`src/rtl/convertidor_binario_bcd.sv`:
```
// convertidor_binario_bcd: 10-bit unsigned binary (0-1023) to four BCD digits.
// Latency: 2 edges (input register, then digit registers); one result per cycle.
// Backpressure: none; free-running pipeline, a new value is accepted every edge.
// Optional build macro BCD_BLANK_LEADING_ZEROS_EN: leading zero digits become 4'hF.
module convertidor_binario_bcd (
  input  logic       clk,
  input  logic       reset,
  input  logic [9:0] N_Binario,
  output logic [3:0] Millares,
  output logic [3:0] Centenas,
  output logic [3:0] Decenas,
  output logic [3:0] Unidades
);

  // Stage 1 register: binary value being converted.
  logic [9:0]  r_n_reg;

  // Stage 2 registers: the four output digits.
  logic [3:0]  r_millares;
  logic [3:0]  r_centenas;
  logic [3:0]  r_decenas;
  logic [3:0]  r_unidades;

  // Combinational conversion result (upper 16 bits of the 26-bit scratch).
  logic [15:0] w_bcd;

  // Digits after the optional leading-zero blanking.
  logic [3:0]  w_millares;
  logic [3:0]  w_centenas;
  logic [3:0]  w_decenas;
  logic [3:0]  w_unidades;

  // Capture the input value every edge; reset discards the value in flight.
  always_ff @(posedge clk) begin
    if (reset) begin
      r_n_reg <= 10'd0;
    end else begin
      r_n_reg <= N_Binario;
    end
  end

  // Shift-add-3 conversion. Only the BCD half of the scratch value is kept:
  // the binary half just feeds one bit per iteration into the units nibble,
  // MSB first, which is exactly what shifting the full scratch word would do.
  always_comb begin
    w_bcd = 16'd0;
    for (int i = 0; i < 10; i++) begin
      for (int d = 0; d < 4; d++) begin
        if (w_bcd[4*d +: 4] >= 4'd5) begin
          w_bcd[4*d +: 4] = w_bcd[4*d +: 4] + 4'd3;
        end
      end
      w_bcd = {w_bcd[14:0], r_n_reg[9-i]};
    end
  end

  // Map nibbles to digits and optionally blank the leading zeros.
  always_comb begin
    w_millares = w_bcd[15:12];
    w_centenas = w_bcd[11:8];
    w_decenas  = w_bcd[7:4];
    w_unidades = w_bcd[3:0];
`ifdef BCD_BLANK_LEADING_ZEROS_EN
    // A digit is blank only if it and every higher digit are zero;
    // units always stay numeric so zero still shows as a single 0.
    if (w_bcd[15:12] == 4'd0) begin
      w_millares = 4'hF;
      if (w_bcd[11:8] == 4'd0) begin
        w_centenas = 4'hF;
        if (w_bcd[7:4] == 4'd0) begin
          w_decenas = 4'hF;
        end
      end
    end
`else
    // Plain numeric build: all four digits pass through unchanged.
    w_millares = w_bcd[15:12];
`endif
  end

  // Register the converted digits; reset value is numeric zero in both builds.
  always_ff @(posedge clk) begin
    if (reset) begin
      r_millares <= 4'd0;
      r_centenas <= 4'd0;
      r_decenas  <= 4'd0;
      r_unidades <= 4'd0;
    end else begin
      r_millares <= w_millares;
      r_centenas <= w_centenas;
      r_decenas  <= w_decenas;
      r_unidades <= w_unidades;
    end
  end

  assign Millares = r_millares;
  assign Centenas = r_centenas;
  assign Decenas  = r_decenas;
  assign Unidades = r_unidades;

endmodule

```
`config.mk`:
```
export PLATFORM = sky130hd
export DESIGN_NAME = convertidor_binario_bcd
export DESIGN_NICKNAME = d
export VERILOG_FILES = /design/src/rtl/convertidor_binario_bcd.sv
export SDC_FILE = /design/constraint.sdc
export NUM_CORES = 1
export LEC_CHECK = 0
export ABC_AREA = 1
export CORE_MARGIN = 1
export CORE_UTILIZATION = 32
export DETAILED_ROUTE_END_ITERATION = 8
export HOLD_SLACK_MARGIN = 0.08
export PLACE_DENSITY = 0.54
export SETUP_SLACK_MARGIN = 0.02
export SYNTH_ARGS = -nofsm -noshare
export SYNTH_HDL_FRONTEND = slang
export SYNTH_SLANG_ARGS = --single-unit
```
`constraint.sdc`:
```
create_clock -name clk -period 4.5 [get_ports clk]
set_clock_uncertainty 0.15 [all_clocks]
set_input_delay 0.675 -clock clk [delete_from_list [all_inputs] [get_ports clk]]
set_output_delay 0.675 -clock clk [all_outputs]
set_load 0.05 [all_outputs]
```
==> run_results.csv, run 1 <==
group,metric,value,unit
run_status,status,"completed",
setup_path,rrSetupSlack,0.16,ns
sta,fmax,230,MHz
sta,fin_crit,4.34,ns
cts,clock-sinks,23,
detailed_routing,drc,0,
cts,cts-htree-levels,1,
sta,setup_tns,0,ns
floorplan,ios,28,
cts,insertion_delay,0.26,ns
floorplan,rows,28,
detailed_routing,postRouteAntennaNets,0,
detailed_routing,route.vias.total,1897,
finish,n_antenna_cell,0,
setup_path,cp-end-kind,"flop",
floorplan,coreArea,5920,um^2
power_and_ir_drop,fin_total_pwr,1.50,mW
sta,rsz0062_at_grt,"yes",
synth,ys_warn_count,0,
worst_hold_path,hold_path_class,"reg2reg",
finish,stdcell_area,2830,um^2
grt,grt_pass1_wl,6840,um
detailed_routing,drtIter0Drc,31,
finish,multi_input_area,1480,um^2
finish,largest_reg_flops,10,
setup_path,required,4.48,ns
setup_path,r2r-end,"Decenas[2]$_SDFF_PP0_",
cts,cts_max_path_buffers,2,
synth,ys_seq_area_share,23.3,%
worst_hold_path,holdPathEnd,"Unidades[0]$_SDFF_PP0_",
finish,ff_latch_area,468,um^2
setup_path,cpMaxStageDelayCell,"dfxtp_4",
detailed_routing,avgRoutedWirePerCell,9.13,um
place,port_buffers,24,
floorplan,start_util,33.4,%
place,dpl.hpwl,3210,um
power_and_ir_drop,power_density,530,nW/um^2
setup_path,ff2ff_path_depth,38,
floorplan,die_height,80.6,um
finish,drive_gt1_share,35.2,%
worst_hold_path,min_from,"r_n_reg[0]$_SDFF_PP0_",
detailed_routing,routed_wl,3980,um
worst_hold_path,hold_depth,2,
setup_path,crit-reg2reg-launch,"r_n_reg[8]$_SDFF_PP0_",
synth,avgSynthCellArea,6.56,um^2
sta,worst_pin_slew,0.657,ns
finish,final_nets,384,
cts,postCtsHoldBufs,0,
cts,cts_root_buffer,"clkbuf_8",
grt,antenna_found_initial,0,
cts,cts_tree,"done",
sta,setup_violations,0,
floorplan,dieArea,6490,um^2
synth,syn_area,1980,um^2
cts,cts_made_buffers,3,
place,routabilityCongestion,0.810,
sta,finalMaxSlewViolations,0,
setup_path,setup.worst_path.start_class,"flop",
sta,finalHoldViolations,0,
power_and_ir_drop,vdd_drop_max,274,uV
setup_path,slowest_delay,0.38,ns
grt,grt_use_total,13.0,%
finish,fillers,586,
synth,synth_seq_cells,23,
setup_path,arrival,4.32,ns
run,cap_violations,0,
setup_path,crit_type,"reg2reg",
setup_path,crit_start,"r_n_reg[8]$_SDFF_PP0_",
synth,syn_inst,301,
cts,clk_pin_slew_worst_paths,0.08,ns
detailed_routing,dr.pass1.iters,4,
sta,relSlewSlack,56.0,%
synth,ys_types,30,
floorplan,dieWidth,80.6,um
place,dpl_cell_area,2590,um^2
finish,syn2layout_area_growth,43.3,%
grt,grt_max_degree,18,
power_and_ir_drop,leakage,1.44,nW
setup_path,worst-path-max-fanout,5,
detailed_routing,viasPerCell,4.35,
sta,period_share,96.4,%
grt,grt-ovfl-total,0,
grt,grt_pass1_vias,1661,
[Yosys cell counts]
| cell | count | area [um^2] |
|---|---|---|
| a31oi_1 | 1 | 6.26 |
| or2_2 | 2 | 12.5 |
| nand2_4 | 9 | 101 |
| conb_1 | 1 | 3.75 |
| nor2_1 | 21 | 78.8 |
| o21ai_4 | 2 | 32.5 |
| o211ai_1 | 1 | 7.51 |
| nor3_1 | 1 | 5.00 |
| o21ai_2 | 1 | 8.76 |
| and2_4 | 1 | 8.76 |
| nand4_1 | 8 | 50.1 |
| nand3_2 | 13 | 130 |
| clkinv_1 | 1 | 3.75 |
| nand2_1 | 74 | 278 |
| xnor2_1 | 1 | 8.76 |
| dfxtp_1 | 23 | 460 |
| nand2_2 | 17 | 106 |
| ha_1 | 10 | 125 |
| buf_4 | 4 | 30.0 |
| nand3_4 | 2 | 35.0 |
| a21o_1 | 1 | 7.51 |
| nand3b_1 | 1 | 7.51 |
| inv_2 | 8 | 30.0 |
| clkbuf_1 | 2 | 7.51 |
| o21bai_1 | 3 | 22.5 |
| xor2_1 | 1 | 8.76 |
| nand3_1 | 33 | 165 |
| a21oi_1 | 7 | 35.0 |
| inv_1 | 49 | 184 |
| o21ai_1 | 3 | 15.0 |
[how the worst max path moves through the flow]
stage / end / slack, ns / cells past startpoint
2_1_floorplan: Decenas[1]$_SDFF_PP0_ / 0.06 / 38
3_3_place_gp: Decenas[2]$_SDFF_PP0_ / 0.12 / 36
3_5_place_dp: Decenas[1]$_SDFF_PP0_ / 0.02 / 38
4_1_cts: Decenas[1]$_SDFF_PP0_ / 0.02 / 38
5_1_grt: Decenas[1]$_SDFF_PP0_ / -0.14 / 38
6_report: Decenas[2]$_SDFF_PP0_ / 0.16 / 38
[timing repair]
item,in CTS,in global routing
buffers inserted,1,9
endpoints found under the hold margin,0,0
setup endpoints to repair,3,12
resized for setup,2,29
pin swaps,2,21
[critical path, delay by kind of cell, from the launching register on]
family | cells | cell delay (ns)
buffers and inverters | 7 | 0.32
adders and majority gates | 6 | 0.84
DFF | 1 | 0.38
and+or+nand+nor | 23 | 2.30
AOI/OAI and AO/OA | 2 | 0.21
[area by class of cell]
type                    instances  area share (%)
flip-flops and latches         23            16.5
inverters                      58            7.87
well taps                      75            3.31
clock inverters                 1           0.177
repair buffers                 60            18.5
clock buffers                   3            1.46
multi-input cells             216            52.2
[kinds of logic after synthesis]
logic type / Yosys count / share of synthesized area [%]
other: 1 / 0.190
adder cells (fa/ha/maj): 10 / 6.33
buffers and inverters: 64 / 12.9
flip-flops: 23 / 23.3
XOR/XNOR: 2 / 0.887
AO/OA/AOI/OAI: 19 / 6.84
AND/OR/NAND/NOR: 182 / 49.5
[layer usage]
| layer | track usage (%) | share of wire (%) |
|---|---|---|
| met4 | 2.68 | 0.58 |
| met1 | 17.5 | 51 |
| met3 | 2.05 | 1.6 |
| met2 | 21.7 | 46 |
| met5 | 0 | 0 |
[through the flow]
stage	worst slack [ns]	util, %	cells	hold slack [ns]
floorplan	0.0614	-	303	0.238
global route	-0.141	47.8	436	0.279
CTS	0.0205	44.7	427	0.260
detailed placement	0.0231	43.7	422	0.247
global placement	0.123	43.7	422	0.248
finish	0.160	47.8	436	0.257
[cells in the final DEF (no fill, tap or decap), drive strengths merged]
cell type	instances
clkinv	2
o211ai	1
clkbuf	3
ha	10
nand3b	1
nor3	1
conb	3
o21ai	6
a21oi	7
nand2	100
clkdlybuf4s50	24
buf	36
or2	2
and2	1
nand3	48
dfxtp	23
xnor2	1
nand4	8
nor2	21
a21o	1
o21bai	3
xor2	1
inv	57
a31oi	1
[where the power goes]
part           total (mW)  switching [mW]  internal [mW]
registers           0.255          0.0116          0.243
clock network       0.129          0.0671         0.0618
logic                1.12           0.677          0.440
total                1.50           0.756          0.745
Power figures use the tool's default switching activity.
==> run 2, diff against run 1 <==
--- a/config.mk
+++ b/config.mk
@@ -6,11 +6,14 @@
 export NUM_CORES = 1
 export LEC_CHECK = 0
 export ABC_AREA = 1
+export CELL_PAD_IN_SITES_DETAIL_PLACEMENT = 1
+export CELL_PAD_IN_SITES_GLOBAL_PLACEMENT = 1
 export CORE_MARGIN = 1
 export CORE_UTILIZATION = 32
 export DETAILED_ROUTE_END_ITERATION = 8
 export HOLD_SLACK_MARGIN = 0.08
-export PLACE_DENSITY = 0.54
+export PLACE_DENSITY = 0.72
+export REMOVE_ABC_BUFFERS = 1
 export SETUP_SLACK_MARGIN = 0.02
 export SYNTH_ARGS = -nofsm -noshare
 export SYNTH_HDL_FRONTEND = slang
==> constraint.sdc (replaced) <==
create_clock -name clk -period 4.5 [get_ports clk]
set_clock_uncertainty 0.15 [all_clocks]
set_input_delay 0.9 -clock clk [delete_from_list [all_inputs] [get_ports clk]]
set_output_delay 0.9 -clock clk [all_outputs]
set_load 0.05 [all_outputs]
==> run_results.csv, run 2 (same netlist as run 1, synthesis figures left out) <==
group,metric,value,unit
floorplan,die_height,80.6,um
sta,finalHoldViolations,0,
power_and_ir_drop,leakage,1.59,nW
finish,layout_commonest_cell,"nand2_1",
grt,grt_max_degree,18,
floorplan,ios,28,
sta,setup_violations,8,
detailed_routing,route.vias.total,2219,
detailed_routing,dr.pass1.iters,4,
setup_path,arrival,4.71,ns
detailed_routing,postRouteAntennaNets,0,
finish,fillers,748,
setup_path,cp-end-kind,"flop",
detailed_routing,viasPerCell,4.79,
floorplan,coreArea,5920,um^2
run,cap_violations,0,
run_status,status,"finished, violations left",
floorplan,rows,28,
power_and_ir_drop,vdd_drop_max,327,uV
finish,drive_gt1_share,42.5,%
finish,stdcell_area,3160,um^2
place,dp_cells,434,
sta,fmax,214,MHz
setup_path,cpMostUsedCell,"buf_4",
place,dpl.hpwl,4090,um
setup_path,worst-path-max-fanout,4,
setup_path,setup.worst_path.start_class,"flop",
detailed_routing,routed_wl,6650,um
cts,clk_pin_slew_worst_paths,0.09,ns
worst_hold_path,hold_path_class,"reg2reg",
grt,grt-ovfl-total,0,
sta,worst_pin_slew,0.838,ns
setup_path,slowest_delay,0.34,ns
setup_path,cpMaxStageDelayCell,"dfxtp_2",
detailed_routing,drc,0,
grt,antenna_found_initial,0,
floorplan,dieArea,6490,um^2
cts,postCtsHoldBufs,0,
detailed_routing,drtIter0Drc,28,
setup_path,required,4.54,ns
cts,clock-sinks,23,
finish,final_nets,411,
setup_path,rrSetupSlack,-0.17,ns
finish,ff_latch_area,463,um^2
sta,fin_crit,4.67,ns
finish,syn2layout_area_growth,60.2,%
sta,setup_slack,-0.174,ns
sta,period_share,104,%
grt,grt_pass1_vias,2366,
cts,cts_root_buffer,"clkbuf_8",
finish,final_cells,463,
power_and_ir_drop,power_density,555,nW/um^2
power_and_ir_drop,fin_total_pwr,1.76,mW
finish,multi_input_area,1610,um^2
setup_path,crit_buf_inv,11,
cts,insertion_delay,0.27,ns
setup_path,crit_type,"reg2reg",
floorplan,dieWidth,80.6,um
cts,cts_max_path_buffers,2,
sta,finalMaxSlewViolations,0,
cts,cts_tree,"done",
cts,cts-htree-levels,1,
sta,rsz0062_at_grt,"yes",
place,port_buffers,24,
grt,grt_pass1_wl,10400,um
setup_path,critical_path.top_delay_family,"simple AND/OR/NAND/NOR gates",
finish,n_antenna_cell,0,
finish,largest_reg_flops,10,
floorplan,start_util,33.4,%
place,routabilityCongestion,0.776,
sta,relSlewSlack,44.0,%
detailed_routing,avgRoutedWirePerCell,14.4,um
grt,grt_use_total,20.6,%
cts,cts_made_buffers,3,
place,dpl_cell_area,2560,um^2
run_status,violations,"negative setup slack",
finish,layout_common_cells,"59 x nand2_1, 58 x buf_4, 46 x inv_1",
run 2: changes by cell type in the layout (fill, tap and decap cells not counted), sizes merged:
cell / previous run / this run
clkinv: 2 / 1
buf: 36 / 63
clkbuf: 3 / 4
run 2: through the flow:
| step | hold WS, ns | worst slack (ns) | utilization [%] | setup TNS [ns] |
|---|---|---|---|---|
| after floorplan | 0.238 | -0.421 | - | -1.97 |
| after global placement | 0.242 | -0.286 | 43.3 | -1.40 |
| after detailed placement | 0.256 | -0.511 | 43.3 | -3.50 |
| after CTS | 0.269 | 0.0221 | 49.7 | 0 |
| after global routing | 0.296 | -0.470 | 53.4 | -3.95 |
| final | 0.279 | -0.174 | 53.4 | -1.01 |
run 2: cell type report:
| type | instances | area share [%] |
|---|---|---|
| clock buffer | 4 | 1.42 |
| inverter | 58 | 6.96 |
| multi-input combinational | 216 | 50.9 |
| sequential | 23 | 14.6 |
| tap | 75 | 2.97 |
| timing repair buffer | 87 | 23.1 |
run 2: metal layers:
layer	vias up	track usage, %	share of wire [%]
met2	30	41.1	57
met5	-	0	0
met3	14	2.95	2.1
met4	0	5.54	2.0
li1	1117	-	-
met1	1058	22.0	39
run 2: report_power, final:
| group | internal (mW) | leakage (nW) | switching, mW | total, mW |
|---|---|---|---|---|
| Sequential | 0.244 | 0.191 | 0.0133 | 0.257 |
| Clock | 0.0634 | 0.0228 | 0.0742 | 0.138 |
| Combinational | 0.555 | 1.38 | 0.807 | 1.36 |
| Total | 0.862 | 1.59 | 0.895 | 1.76 |
run 2: worst paths after layout:
path / cells after the start / start / endpoint
min reg2reg: 2 / r_n_reg[0]$_SDFF_PP0_ / Unidades[0]$_SDFF_PP0_
min: 2 / r_n_reg[0]$_SDFF_PP0_ / Unidades[0]$_SDFF_PP0_
max reg2reg: 35 / r_n_reg[8]$_SDFF_PP0_ / Decenas[1]$_SDFF_PP0_
max: 35 / r_n_reg[8]$_SDFF_PP0_ / Decenas[1]$_SDFF_PP0_
run 2: timing repair:
item / CTS / global route
endpoints found under the setup margin: 12 / 12
resized for setup: 43 / 40
pin swaps: 27 / 26
buffers inserted: 18 / 8
gates cloned: 0 / 0
run 2: tightest hold or removal path: cells and delay by family, from the launching register on:
| kind | cells | cell delay, ns |
|---|---|---|
| flip-flops | 1 | 0.31 |
| AND/OR/NAND/NOR | 1 | 0.03 |
| buffers and inverters | 1 | 0.05 |
==> run 3, diff against run 2 <==
--- a/config.mk
+++ b/config.mk
@@ -15,6 +15,7 @@
 export PLACE_DENSITY = 0.72
 export REMOVE_ABC_BUFFERS = 1
 export SETUP_SLACK_MARGIN = 0.02
+export SKIP_LAST_GASP = 1
 export SYNTH_ARGS = -nofsm -noshare
 export SYNTH_HDL_FRONTEND = slang
 export SYNTH_SLANG_ARGS = --single-unit
==> run_results.csv, run 3 (same netlist as run 1, synthesis figures left out) <==
group,metric,value,unit
run_status,status,"finished, violations left",
run_status,violations,"negative setup slack",
setup_path,cpMostUsedCell,"buf_4",
worst_hold_path,min_from,"r_n_reg[0]$_SDFF_PP0_",
detailed_routing,route.vias.total,2219,
sta,finalHoldViolations,0,
cts,insertion_delay,0.27,ns
run,cap_violations,0,
detailed_routing,postRouteAntennaNets,0,
detailed_routing,viasPerCell,4.79,
cts,clock-sinks,23,
finish,fillers,748,
setup_path,crit_start,"r_n_reg[8]$_SDFF_PP0_",
cts,cts_made_buffers,3,
finish,layout_commonest_cell,"nand2_1",
finish,drive_gt1_share,42.5,%
sta,setup_violations,8,
setup_path,rrSetupSlack,-0.17,ns
floorplan,start_util,33.4,%
place,dpl_cell_area,2560,um^2
worst_hold_path,hold_path_class,"reg2reg",
finish,final_cells,463,
power_and_ir_drop,power_density,554,nW/um^2
detailed_routing,routed_wl,6640,um
finish,stdcell_area,3160,um^2
finish,n_antenna_cell,0,
grt,grt-ovfl-total,0,
finish,multi_input_area,1610,um^2
sta,fin_crit,4.67,ns
floorplan,dieWidth,80.6,um
sta,finalMaxSlewViolations,0,
setup_path,ff2ff_path_depth,35,
cts,postCtsHoldBufs,0,
floorplan,ios,28,
cts,cts_max_path_buffers,2,
setup_path,cp.depth,35,
grt,grt_pass1_wl,10400,um
setup_path,cpMaxStageDelayCell,"dfxtp_2",
cts,cts_root_buffer,"clkbuf_8",
setup_path,worst-path-max-fanout,4,
finish,ff_latch_area,463,um^2
floorplan,coreArea,5920,um^2
setup_path,critical_path.top_delay_family,"simple AND/OR/NAND/NOR gates",
setup_path,arrival,4.71,ns
cts,cts_tree,"done",
floorplan,rows,28,
setup_path,setup.worst_path.start_class,"flop",
sta,setup_tns,-1.01,ns
finish,syn2layout_area_growth,59.9,%
detailed_routing,drc,0,
sta,setup_slack,-0.175,ns
setup_path,cp-end-kind,"flop",
setup_path,required,4.54,ns
cts,clk_pin_slew_worst_paths,0.09,ns
sta,rsz0062_at_grt,"yes",
sta,worst_pin_slew,0.839,ns
finish,final_nets,411,
power_and_ir_drop,leakage,1.59,nW
finish,largest_reg_flops,10,
finish,layout_common_cells,"59 x nand2_1, 58 x buf_4, 46 x inv_1",
grt,grt_max_degree,18,
sta,whs,0.279,ns
sta,fmax,214,MHz
setup_path,crit_buf_inv,11,
cts,cts-htree-levels,1,
setup_path,r2r-end,"Decenas[1]$_SDFF_PP0_",
grt,grt_use_total,20.6,%
worst_hold_path,hold_depth,2,
detailed_routing,drtIter0Drc,30,
detailed_routing,avgRoutedWirePerCell,14.3,um
power_and_ir_drop,vdd_drop_max,327,uV
floorplan,die_height,80.6,um
setup_path,crit-reg2reg-launch,"r_n_reg[8]$_SDFF_PP0_",
setup_path,crit_type,"reg2reg",
place,port_buffers,24,
detailed_routing,dr.pass1.iters,4,
worst_hold_path,holdPathEnd,"Unidades[0]$_SDFF_PP0_",
place,routabilityCongestion,0.776,
place,dp_cells,434,
floorplan,dieArea,6490,um^2
grt,antenna_found_initial,0,
setup_path,slowest_delay,0.34,ns
place,dpl.hpwl,4090,um
sta,relSlewSlack,43.9,%
grt,grt_pass1_vias,2366,
power_and_ir_drop,fin_total_pwr,1.75,mW
sta,period_share,104,%
==> run 3: cell counts in the layout (fill, tap and decap cells not counted) <==
Identical to the previous run, type by type.
==> run 3: layout make-up <==
class / instances / share of cell area [%]
Sequential cell: 23 / 14.7
Tap cell: 75 / 2.97
Clock buffer: 4 / 1.43
Inverter: 58 / 6.97
Timing Repair Buffer: 87 / 23.2
Multi-Input combinational cell: 216 / 50.8
==> run 3: worst max path at each step <==
stage / endpoint / slack, ns
after global placement: Decenas[1]$_SDFF_PP0_ / -0.29
after CTS: Decenas[1]$_SDFF_PP0_ / 0.02
after global routing: Centenas[1]$_SDFF_PP0_ / -0.47
after floorplan: Decenas[1]$_SDFF_PP0_ / -0.42
final: Decenas[1]$_SDFF_PP0_ / -0.17
after detailed placement: Decenas[1]$_SDFF_PP0_ / -0.51
==> run 3: metrics by stage <==
step / setup WS, ns / util (%)
floorplan: -0.421 / -
global placement: -0.286 / 43.3
detailed placement: -0.511 / 43.3
CTS: 0.0221 / 49.7
global route: -0.470 / 53.4
finish: -0.175 / 53.4
==> run 3: per-layer routing <==
metal  share of wire (%)  routed length (um)  track usage (%)
met4                 2.0                 131             5.54
met1                  39                2610             22.0
met2                  57                3760             41.1
met5                   0                   0                0
met3                 2.1                 141             2.95
==> run 3: power by group <==
group	total, mW	internal [mW]	switching (mW)	leakage, nW
Clock	0.138	0.0634	0.0742	0.0228
Combinational	1.35	0.552	0.802	1.37
Sequential	0.257	0.244	0.0135	0.191
==> run 3: timing repair <==
| item | 4_1_cts | 5_1_grt |
|---|---|---|
| endpoints found under the hold margin | 0 | 0 |
| pin swaps | 27 | 26 |
| setup buffers | 18 | 8 |
| resized for setup | 43 | 39 |
| setup endpoints to repair | 12 | 12 |
==> run 3: worst register-to-register path, delay by kind of cell, from the launching register on <==
| family | cells | cell delay, ns |
|---|---|---|
| simple gates | 19 | 2.07 |
| buf+inv | 11 | 1.25 |
| compound gates | 3 | 0.47 |
| flops | 1 | 0.34 |
| fa+ha+maj | 2 | 0.29 |
